==> src/rtl/config_sequencer.sv <==
// config_sequencer: queues host (addr, data, last) words and replays each one as a
// single-cycle config bus write. Optional parity check: define CONFIG_SEQ_PARITY_EN.
module config_sequencer #(
  parameter int FIFO_DEPTH  = 4,
  parameter int HOLD_CYCLES = 1
) (
  input  logic        clk,
  input  logic        reset,
  input  logic        in_valid,
  output logic        in_ready,
  input  logic [31:0] in_addr,
  input  logic [31:0] in_data,
  input  logic        in_last,
`ifdef CONFIG_SEQ_PARITY_EN
  input  logic        in_parity,
  output logic [7:0]  err_count,
`endif
  output logic [31:0] config_addr,
  output logic [31:0] config_data,
  output logic        config_write,
  output logic        busy,
  output logic        done,
  output logic [15:0] word_count
);
  localparam int AW = $clog2(FIFO_DEPTH);
  localparam int CW = AW + 1;

  typedef enum logic [1:0] {IDLE, SETUP, STROBE, HOLD} state_t;

  state_t        state_reg, state_next;
  logic [3:0]    hold_cnt_reg, hold_cnt_next;
  logic [AW-1:0] wr_ptr_reg, rd_ptr_reg;
  logic [CW-1:0] count_reg, count_next;
  logic [64:0]   fifo_mem [FIFO_DEPTH];
  logic [31:0]   config_addr_reg, config_data_reg;
  logic          config_write_reg, cur_last_reg, done_reg;
  logic [15:0]   word_count_reg;
  logic          accept, push, pop, load, words_left;

  assign in_ready = (count_reg < CW'(FIFO_DEPTH));
  assign accept   = in_valid && in_ready;

`ifdef CONFIG_SEQ_PARITY_EN
  logic       parity_ok;
  logic [7:0] err_count_reg;

  // A bad-parity word completes its handshake but is discarded here.
  assign parity_ok = (in_parity == ^{in_addr, in_data});
  assign push      = accept && parity_ok;
  assign err_count = err_count_reg;

  always_ff @(posedge clk or negedge reset) begin
    if (!reset) begin
      err_count_reg <= '0;
    end else if (accept && !parity_ok && (err_count_reg != 8'hFF)) begin
      err_count_reg <= err_count_reg + 8'd1;
    end
  end
`else
  assign push = accept;
`endif

  // Pop only happens with a word in flight, so count_reg >= 1 here.
  assign words_left = (count_reg > CW'(1)) || push;

  always_ff @(posedge clk) begin
    if (push) begin
      fifo_mem[wr_ptr_reg] <= {in_last, in_addr, in_data};
    end
  end

  always_comb begin
    count_next = count_reg;
    if (push && !pop) begin
      count_next = count_reg + CW'(1);
    end else if (pop && !push) begin
      count_next = count_reg - CW'(1);
    end
  end

  always_comb begin
    state_next    = state_reg;
    hold_cnt_next = hold_cnt_reg;
    pop           = 1'b0;
    load          = 1'b0;
    case (state_reg)
      IDLE: begin
        if (count_reg != '0) state_next = SETUP;
      end
      SETUP: begin
        load       = 1'b1;
        state_next = STROBE;
      end
      STROBE: begin
        if (HOLD_CYCLES > 0) begin
          state_next    = HOLD;
          hold_cnt_next = '0;
        end else begin
          pop        = 1'b1;
          state_next = words_left ? SETUP : IDLE;
        end
      end
      HOLD: begin
        if (hold_cnt_reg == 4'(HOLD_CYCLES - 1)) begin
          pop        = 1'b1;
          state_next = words_left ? SETUP : IDLE;
        end else begin
          hold_cnt_next = hold_cnt_reg + 4'd1;
        end
      end
      default: state_next = IDLE;
    endcase
  end

  always_ff @(posedge clk or negedge reset) begin
    if (!reset) begin
      state_reg        <= IDLE;
      hold_cnt_reg     <= '0;
      wr_ptr_reg       <= '0;
      rd_ptr_reg       <= '0;
      count_reg        <= '0;
      config_addr_reg  <= '0;
      config_data_reg  <= '0;
      config_write_reg <= 1'b0;
      cur_last_reg     <= 1'b0;
      done_reg         <= 1'b0;
      word_count_reg   <= '0;
    end else begin
      state_reg        <= state_next;
      hold_cnt_reg     <= hold_cnt_next;
      count_reg        <= count_next;
      config_write_reg <= load;
      if (push) wr_ptr_reg <= wr_ptr_reg + 1'b1;
      if (pop)  rd_ptr_reg <= rd_ptr_reg + 1'b1;
      if (load) begin
        {cur_last_reg, config_addr_reg, config_data_reg} <= fifo_mem[rd_ptr_reg];
      end
      if (pop) word_count_reg <= word_count_reg + 16'd1;
      // Setting on a last-word pop takes priority over clearing on a new accept.
      if (pop && cur_last_reg) begin
        done_reg <= 1'b1;
      end else if (push) begin
        done_reg <= 1'b0;
      end
    end
  end

  assign config_addr  = config_addr_reg;
  assign config_data  = config_data_reg;
  assign config_write = config_write_reg;
  assign done         = done_reg;
  assign word_count   = word_count_reg;
  assign busy         = (count_reg != '0) || (state_reg != IDLE);

endmodule

==> config.mk <==
export PLATFORM = sky130hd
export DESIGN_NAME = config_sequencer
export DESIGN_NICKNAME = d
export VERILOG_FILES = /design/src/rtl/config_sequencer.sv
export SDC_FILE = /design/constraint.sdc
export NUM_CORES = 1
export LEC_CHECK = 0
export BUFFER_PORTS_ARGS = -buffer_cell sky130_fd_sc_hd__buf_2
export CAP_MARGIN = 20
export CORE_MARGIN = 3
export CORE_UTILIZATION = 60
export CTS_BUF_LIST = sky130_fd_sc_hd__clkbuf_2 sky130_fd_sc_hd__clkbuf_4 sky130_fd_sc_hd__clkbuf_8
export DETAILED_ROUTE_END_ITERATION = 10
export PLACE_DENSITY = 0.88
export SYNTH_ARGS = -nofsm -noshare
export SYNTH_HDL_FRONTEND = slang
export SYNTH_SLANG_ARGS = --single-unit
==> constraint.sdc <==
create_clock -name clk -period 4.2 [get_ports clk]
set_input_delay 0.21 -clock clk [delete_from_list [all_inputs] [get_ports clk]]
set_output_delay 0.21 -clock clk [all_outputs]
set_load 0.05 [all_outputs]
**Word-level counts from Yosys, hierarchy flattened**

Memory sizes are Yosys's and may differ from the RTL's. A register that Yosys moved wholly into a read port is not among the register bits.
Index checks and enable logic that the tools add are counted.

- Register bits after elaboration: 31
- Bits in latches: 0
- Bits in writable memories: 260
- ROM bits: 0
- Input bits: 68
- Output and inout bits: 84
- Logic and storage cells: 56
- Memories: 1

Memories:

| name | depth | width | rd ports | clocked after Yosys merged registers in | write ports | line | source |
|---|---|---|---|---|---|---|---|
| fifo_mem | 4 | 65 | 1 | 1 | 1 | 34 | `logic [64:0] fifo_mem [FIFO_DEPTH];` |

- Add/sub/neg operators: 6
- Multipliers: 0
- Div/mod/pow operators: 0
- Magnitude comparators: 2
- Eq/ne operators: 6
- Shift-type cells: 0
- Multiplexer cells: 15
- Bitwise operators: 0
- Reductions and logical operators: 18

Operator list:

| operator | number |
|---|---|
| $add A16 B1 Y16 const B | 1 |
| $mux W1 | 8 |
| $pmux W2 S4 | 1 |
| $pmux W4 S2 | 1 |
| $reduce_bool A2 Y1 | 4 |
| $mux W3 | 2 |
| $ne A2 B2 Y1 const B | 3 |
| $add A2 B1 Y2 const B | 2 |
| $add A4 B1 Y4 const B | 1 |
| $eq A2 B2 Y1 const B | 2 |
| $logic_and A1 B1 Y1 | 4 |
| $logic_not A4 Y1 | 1 |
| $mux W2 | 2 |
| $mux W4 | 1 |
| $reduce_and A2 Y1 | 2 |
| $add A3 B1 Y3 const B | 1 |
| $gt A3 B1 Y1 const B | 1 |
| $logic_not A1 Y1 | 3 |
| $lt A3 B3 Y1 const B | 1 |
| $reduce_bool A3 Y1 | 1 |
| $sub A3 B1 Y3 const B | 1 |
| $eq A2 B1 Y1 const B | 1 |
| $logic_not A2 Y1 | 1 |
| $logic_or A1 B1 Y1 | 2 |

**Longest topological paths before layout**

Gate-level depths: netlist of the first run.

- Depth after elaboration: 6
- Mapped depth: 8
- Depth with buffers taken out: 8

**Worst setup path before layout of the first run**

OpenSTA, ideal clock, no wires.

- Path type: register to register
- Start point: register count_reg[2]
- End point: memory fifo_mem[0][0] (enable)
- Setup time: 0.430 ns
- Arrival: 2.299 ns
- Required time: 3.770 ns
- Path slack: 1.471 ns
- Stages on the path, launching flop included: 4
- Path buffers: 1
- Clock period less this slack: 2.729 ns
- Cells stage by stage: dfrtp_1 -> nor2b_1 -> clkbuf_1 -> and2_1

- Longest elaborated chain between the ends: 4

RTL lines:

| what | line | source |
|---|---|---|
| start: declaration | 33 | `logic [CW-1:0] count_reg, count_next;` |
| start signal: assignment | 131 | `count_reg <= count_next;` |
| $lt A3 B3 Y1 | 40 | `assign in_ready = (count_reg < CW'(FIFO_DEPTH));` |
| $logic_and A1 B1 Y1 | 41 | `assign accept = in_valid && in_ready;` |
| net accept | 38 | `logic accept, push, pop, load, words_left;` |
| $mux W1 | 67 | `if (push) begin` |
| $mux W1 (implied by the code) | 68 | `fifo_mem[wr_ptr_reg] <= {in_last, in_addr, in_data};` |
| end: declaration | 34 |  |

The timed path passes the listed nets, and every way through them passes these cells.

==> impl_metrics.yaml, run 1 <==
power_and_ir_drop:
  switching_share_pct: 35.3
  clock_power_share_pct: 24.0
  cell_leakage_power_nw: 6.19
  internal_power_mw: 8.00
  powerDensity_nw_per_um2: 755
  vdd.ir_drop.worst_uv: 484
  power.sequential.fraction_pct: 42.1
  switchingPower_mw: 4.37
  share_comb_of_total_power_pct: 33.9
  p_total_mw: 12.4
sta:
  fin_crit_sh_pct: 56.5
  skew_ps: 18.7
  grt_setup_unrepaired: "false"
  final_min_period_ps: 2370
  highest_attainable_clock_frequency_mhz: 422
  setup-tns-final_ps: 0
  slew_violations: 0
  tightest_slew_ps: 1030
  max-slew-margin-rel_pct: 31.4
  setup_viol: 0
  hold_viol: 0
global_route:
  grt_first_pass_wirelength_mm: 41.1
  gr-usage-all-layers_pct: 22.0
  via_count_of_the_first_global_routing_pass: 7502
  largest_net_degree_at_the_start_of_global_routing: 67
  antenna_found_initial: 0
  grt_remaining_overflow: 0
layout:
  antenna_diode_count: 0
  synthToLayoutAreaGrowth_pct: 21.1
  design_area_sq_um: 16400
  layout.nets: 966
  layout-drive-gt1-share_pct: 42.8
  stdcell_count: 1206
  largest_reg_flops: 260
yosys:
  synth_top_cells_by_count: "sky130_fd_sc_hd__edfxtp_1, sky130_fd_sc_hd__dfrtp_1, sky130_fd_sc_hd__mux4_2"
  post-synth-top-count-cell: "sky130_fd_sc_hd__edfxtp_1"
  syn-instance-count: 627
  ys_seq_elements: 356
  predominant_post_synthesis_flop_cell: "sky130_fd_sc_hd__edfxtp_1"
  synth.top_cell.area_share_pct: 57.8
  synth_largest_area_cell: "sky130_fd_sc_hd__edfxtp_1"
  post_synth.cell_area_avg_sq_um: 21.6
  netlist_area_sq_um: 13500
  synthesis.yosys.warnings: 0
  synth_enable_flop_cells: 260
  async_reset_ff_share_pct: 27.0
  synth_sequential_area_ratio_pct: 75.5
  top_post_synthesis_cells_by_area: "sky130_fd_sc_hd__edfxtp_1, sky130_fd_sc_hd__dfrtp_1, sky130_fd_sc_hd__mux4_2"
  synth_nets: 712
  synth.distinct_cells: 39
clock_tree:
  cts_num_sinks: 356
  clock_path_buffers: 3
  path_clk_slew_ps: 60
  cts.root.buffer_cell: "sky130_fd_sc_hd__clkbuf_8"
  cts_htree_levels: 2
  postcts_resize_cnt: 0
  postCtsHoldBufs: 67
  postCtsSetupBuffers: 0
  cts_tree: "built"
  number_of_buffers_created_by_cts: 54
  worst_skew_pair.late_latency_ps: 570
critical_path:
  worst-endpoint-arrival_ps: 2820
  worst-path-max-fanout: 39
  crit_slowest_cell: "sky130_fd_sc_hd__dfrtp_4"
  critical_path.endpoint_type: "flip-flop"
  worstSetupPathType: "flip-flop to flip-flop"
  crit_path_cell_trace: "buf_4, mux4_2, mux2_4"
  critical-path-max-stage-delay_ps: 930
  required_ps: 4640
  crit_path_start_kind: "flip-flop"
routing:
  detail-route-antenna-nets: 0
  drt-total-wl_mm: 25.9
  vias_per_cell: 5.60
  vias: 6752
  wl_cell_um: 21.4
  dr.first_iter.drc_count: 438
  detail_route.first_pass.iterations: 5
  detail_route.drc_violations: 0
place:
  dp.cells: 1037
  post_dp_area_sq_um: 14500
  port-buffer-count: 151
  gpl.final_weighted_congestion: 0.789
  post-dp-hpwl_mm: 14.7
die:
  core-area_sq_um: 22000
  floorplan.die.width_um: 156
  floorplan.rows: 54
  floorplan.die_area_sq_um: 24400
  effective_utilization_at_floorplan_pct: 61.6
  io_pins: 152
  die_height_um: 156
min_path:
  min_path_type: "input pin to asynchronous set/reset pin"
status:
  status: "finished clean"
job:
  cap_violations: 0
cell families (layout without fill, tap and decap cells):
family                     after synthesis  count (layout)  share of synthesized area, %
muxes                                  131             131                          17.1
buffers and inverters                   36             335                          1.62
adders and majority gates               17              17                          1.57
DFF                                    356             356                          75.5
and+or+nand+nor                         51              51                          2.07
xor gates and xnor gates                21              21                          1.36
AOI/OAI and AO/OA                       15              15                         0.750
worst max-delay path: cells and delay by family, from the launching register on:
family	cells	cell delay [ps]
buffers and inverters	1	450
muxes	2	860
DFF	1	930
cell usage in the layout (no fill, tap or decap), types with 3 or more instances in the layout:
cell type / Yosys / routed
sky130_fd_sc_hd__dlygate4sd3_1: 0 / 67
sky130_fd_sc_hd__edfxtp_1: 260 / 260
sky130_fd_sc_hd__clkinv_1: 0 / 4
sky130_fd_sc_hd__clkbuf_4: 0 / 20
sky130_fd_sc_hd__ha_1: 17 / 16
sky130_fd_sc_hd__buf_4: 0 / 4
sky130_fd_sc_hd__xnor2_1: 18 / 18
sky130_fd_sc_hd__o21ai_0: 7 / 7
sky130_fd_sc_hd__clkinv_2: 0 / 4
sky130_fd_sc_hd__xor2_1: 3 / 3
sky130_fd_sc_hd__nand3_1: 8 / 8
sky130_fd_sc_hd__clkbuf_8: 0 / 71
sky130_fd_sc_hd__and2_4: 0 / 4
sky130_fd_sc_hd__mux4_2: 65 / 65
sky130_fd_sc_hd__dfrtp_1: 96 / 94
sky130_fd_sc_hd__mux2_4: 28 / 28
sky130_fd_sc_hd__inv_1: 11 / 11
sky130_fd_sc_hd__nand2_1: 18 / 18
sky130_fd_sc_hd__buf_2: 9 / 150
sky130_fd_sc_hd__nor2_1: 7 / 7
sky130_fd_sc_hd__mux2_2: 37 / 37
stage by stage:
step	hold WS [ps]	setup WS [ps]	utilization (%)
6_report	274	1830	74.6
5_1_grt	345	1660	74.6
4_1_cts	307	1760	74.5
3_5_place_dp	370	1770	66.1
3_3_place_gp	353	1840	66.1
2_1_floorplan	-85.6	1470	-
layout make-up:
type / count / area [sq um]
Sequential cell: 356 / 10200
Fill cell: 1202 / 5590
Multi-Input combinational cell: 235 / 3110
Timing Repair Buffer: 222 / 1470
Clock buffer: 91 / 1130
Tap cell: 280 / 350
Clock inverter: 10 / 50.0
Inverter: 12 / 45.0
power by group through the flow:
stage	Combinational [mW]	Clock (mW)	Sequential, mW
after floorplan	2.28	0	6.17
after global placement	4.01	0	5.22
after detailed placement	4.15	0	5.27
after CTS	4.21	3.00	5.21
after global routing	4.43	3.20	5.30
final	4.19	2.97	5.21
worst paths after layout:
path / from / to / slack [ps] / depth (start not counted)
worst min register to register: word_count[15] / word_count[15] / 480 / 1
worst max-delay path: rd_ptr_reg[0] / config_addr[17] / 1830 / 3
worst min-delay path: reset / config_data[20] / 270 / 2
min in group clk: in_data[29] / fifo_mem[2][29] / 390 / 2
max in group asynchronous: reset / word_count[11] / 2880 / 3
worst max register to register: rd_ptr_reg[0] / config_addr[17] / 1830 / 3
per-layer routing:
layer / GRT usage, % / share of wire (%)
met1: 28.7 / 38
met2: 37.3 / 52
met3: 4.16 / 6.3
met4: 8.84 / 3.3
met5: 0 / 0
(Power assumes the default switching activity.)
==> run 2, diff against run 1 <==
- clock period: 4.2 -> 2.37 ns (I/O delays scaled with it)
==> run 2 against run 1 <==
Against the previous run:
- utilization rose by 1.0 points
- register-to-register slack got worse by 1700 ps
- via count rose by 2.4%
- critical path depth rose by 5
- sequential power rose by 70%
- die area did not move
- global-route usage rose by 1.2 points
- final area rose by 1.3%
- non-clock buffer count rose by 12
- first-iteration DRC count rose by 3.4%
- routed wire length rose by 5.4%
- clock skew rose by 11 ps
- largest power group unchanged
==> impl_metrics.yaml, run 2 (synthesis results as in run 1) <==
clock_tree:
  path_clk_slew_ps: 60
  cts_htree_levels: 2
  cts.root.buffer_cell: "sky130_fd_sc_hd__clkbuf_8"
  cts_tree: "built"
  clock_path_buffers: 3
  postCtsSetupBuffers: 0
  worst_skew_pair.late_latency_ps: 560
  cts_num_sinks: 356
  number_of_buffers_created_by_cts: 54
layout:
  layout-drive-gt1-share_pct: 43.4
  layout_commonest_cell: "sky130_fd_sc_hd__edfxtp_1"
  design_area_sq_um: 16600
  layout.nets: 978
  largest_reg_flops: 260
  synthToLayoutAreaGrowth_pct: 22.7
  final_cell_mix: "sky130_fd_sc_hd__edfxtp_1, sky130_fd_sc_hd__buf_2, sky130_fd_sc_hd__dfrtp_1"
  postLayoutCoreUtil_pct: 75.6
die:
  floorplan.die.width_um: 156
  io_pins: 152
  die_height_um: 156
  effective_utilization_at_floorplan_pct: 61.6
  floorplan.rows: 54
  floorplan.die_area_sq_um: 24400
  core-area_sq_um: 22000
critical_path:
  critical-path-max-stage-delay_ps: 460
  regToRegStartpoint: "state_reg[0]"
  crit_path_start_kind: "flip-flop"
  crit_path_cell_trace: "ha_1, nand2b_4, nor3b_4, inv_2, ha_1, mux2i_1, nor2_1, xnor2_1"
  critical_path.endpoint_type: "flip-flop"
  path_common_cell: "sky130_fd_sc_hd__ha_1"
  critical_path_buffer_and_inverter_count: 1
  worst_setup_path_startpoint: "state_reg[0]"
  worst-endpoint-arrival_ps: 2710
  worst-path-max-fanout: 11
  crit_slowest_cell: "sky130_fd_sc_hd__ha_1"
  crit_family: "adder cells"
  worstSetupPathType: "flip-flop to flip-flop"
  required_ps: 2850
sta:
  setup_viol: 0
  skew_ps: 29.9
  highest_attainable_clock_frequency_mhz: 449
  final_min_period_ps: 2230
  hold_viol: 0
  setup-tns-final_ps: 0
  tightest_slew_ps: 812
  max-slew-margin-rel_pct: 45.9
  slew_violations: 0
  grt_setup_unrepaired: "false"
  whs_ps: 198
  fin_crit_sh_pct: 94.1
global_route:
  grt_first_pass_wirelength_mm: 43.1
  grt_remaining_overflow: 0
  via_count_of_the_first_global_routing_pass: 7770
  gr-usage-all-layers_pct: 23.2
  largest_net_degree_at_the_start_of_global_routing: 54
  antenna_found_initial: 1
power_and_ir_drop:
  cell_leakage_power_nw: 6.29
  vdd.ir_drop.worst_uv: 801
  powerDensity_nw_per_um2: 1340
routing:
  detail-route-antenna-nets: 0
  drt-total-wl_mm: 27.3
  detail_route.first_pass.iterations: 5
  vias_per_cell: 5.68
  wl_cell_um: 22.4
  dr.first_iter.drc_count: 453
  detail_route.drc_violations: 0
  vias: 6916
place:
  post-dp-hpwl_mm: 15.3
  gpl.final_weighted_congestion: 0.743
  port-buffer-count: 151
  post_dp_area_sq_um: 14800
job:
  cap_violations: 0
status:
  status: "finished clean"
min_path:
  min_path_type: "input pin to asynchronous set/reset pin"
[run 2: changes by cell type in the layout (fill, tap and decap cells not counted), sizes merged]
cell | before | now
buf | 155 | 167
bufinv | 0 | 1
clkbuf | 91 | 92
clkinv | 8 | 6
clkinvlp | 2 | 1
diode | 0 | 1
[run 2: report_power, final]
group / internal [mW] / total [mW] / switching [mW] / leakage (nW)
logic: 3.25 / 8.10 / 4.86 / 2.15
clock network: 3.02 / 5.25 / 2.22 / 0.623
registers: 8.13 / 8.86 / 0.729 / 3.52
[run 2: stage by stage]
step                      setup slack [ps]  total power [mW]  instances
after global placement                 356              16.6       1050
after floorplan                        344              14.9        627
after CTS                              187              22.4       1217
after detailed placement               198              17.0       1050
after global routing                  20.8              23.2       1218
final                                  141              22.2       1218
[run 2: layout make-up]
type                            count  area [sq um]
Inverter                           12          45.0
Clock buffer                       92          1100
Timing Repair Buffer              234          1700
Antenna cell                        1          2.50
Fill cell                        1169          5370
Clock inverter                      8          62.6
Multi-Input combinational cell    235          3110
Tap cell                          280           350
Sequential cell                   356         10200
[run 2: final timing paths]
check | to | slack [ps] | cells after the start
min in group clk | fifo_mem[0][15] | 300 | 2
max reg2reg | count_reg[2] | 140 | 8
min | config_data[13] | 200 | 2
min reg2reg | word_count[15] | 470 | 1
max in group asynchronous | rd_ptr_reg[0] | 1430 | 3
max | count_reg[2] | 140 | 8
[run 2: repair_timing]
item	in CTS	in global routing
hold buffers	67	0
resized for setup	0	0
hold endpoints to repair	313	0
[run 2: routing by layer]
layer,part of all wire [%],track usage [%]
met5,0,0
met4,2.5,7.71
met3,5.9,4.72
met2,54,41.3
met1,38,28.8
[run 2: worst register-to-register path, delay by kind of cell (launching register included)]
family | cells | cell delay, ps
xor+xnor | 1 | 150
fa+ha+maj | 2 | 720
buf+inv | 1 | 160
flops | 1 | 410
mux | 1 | 140
simple gates | 3 | 570
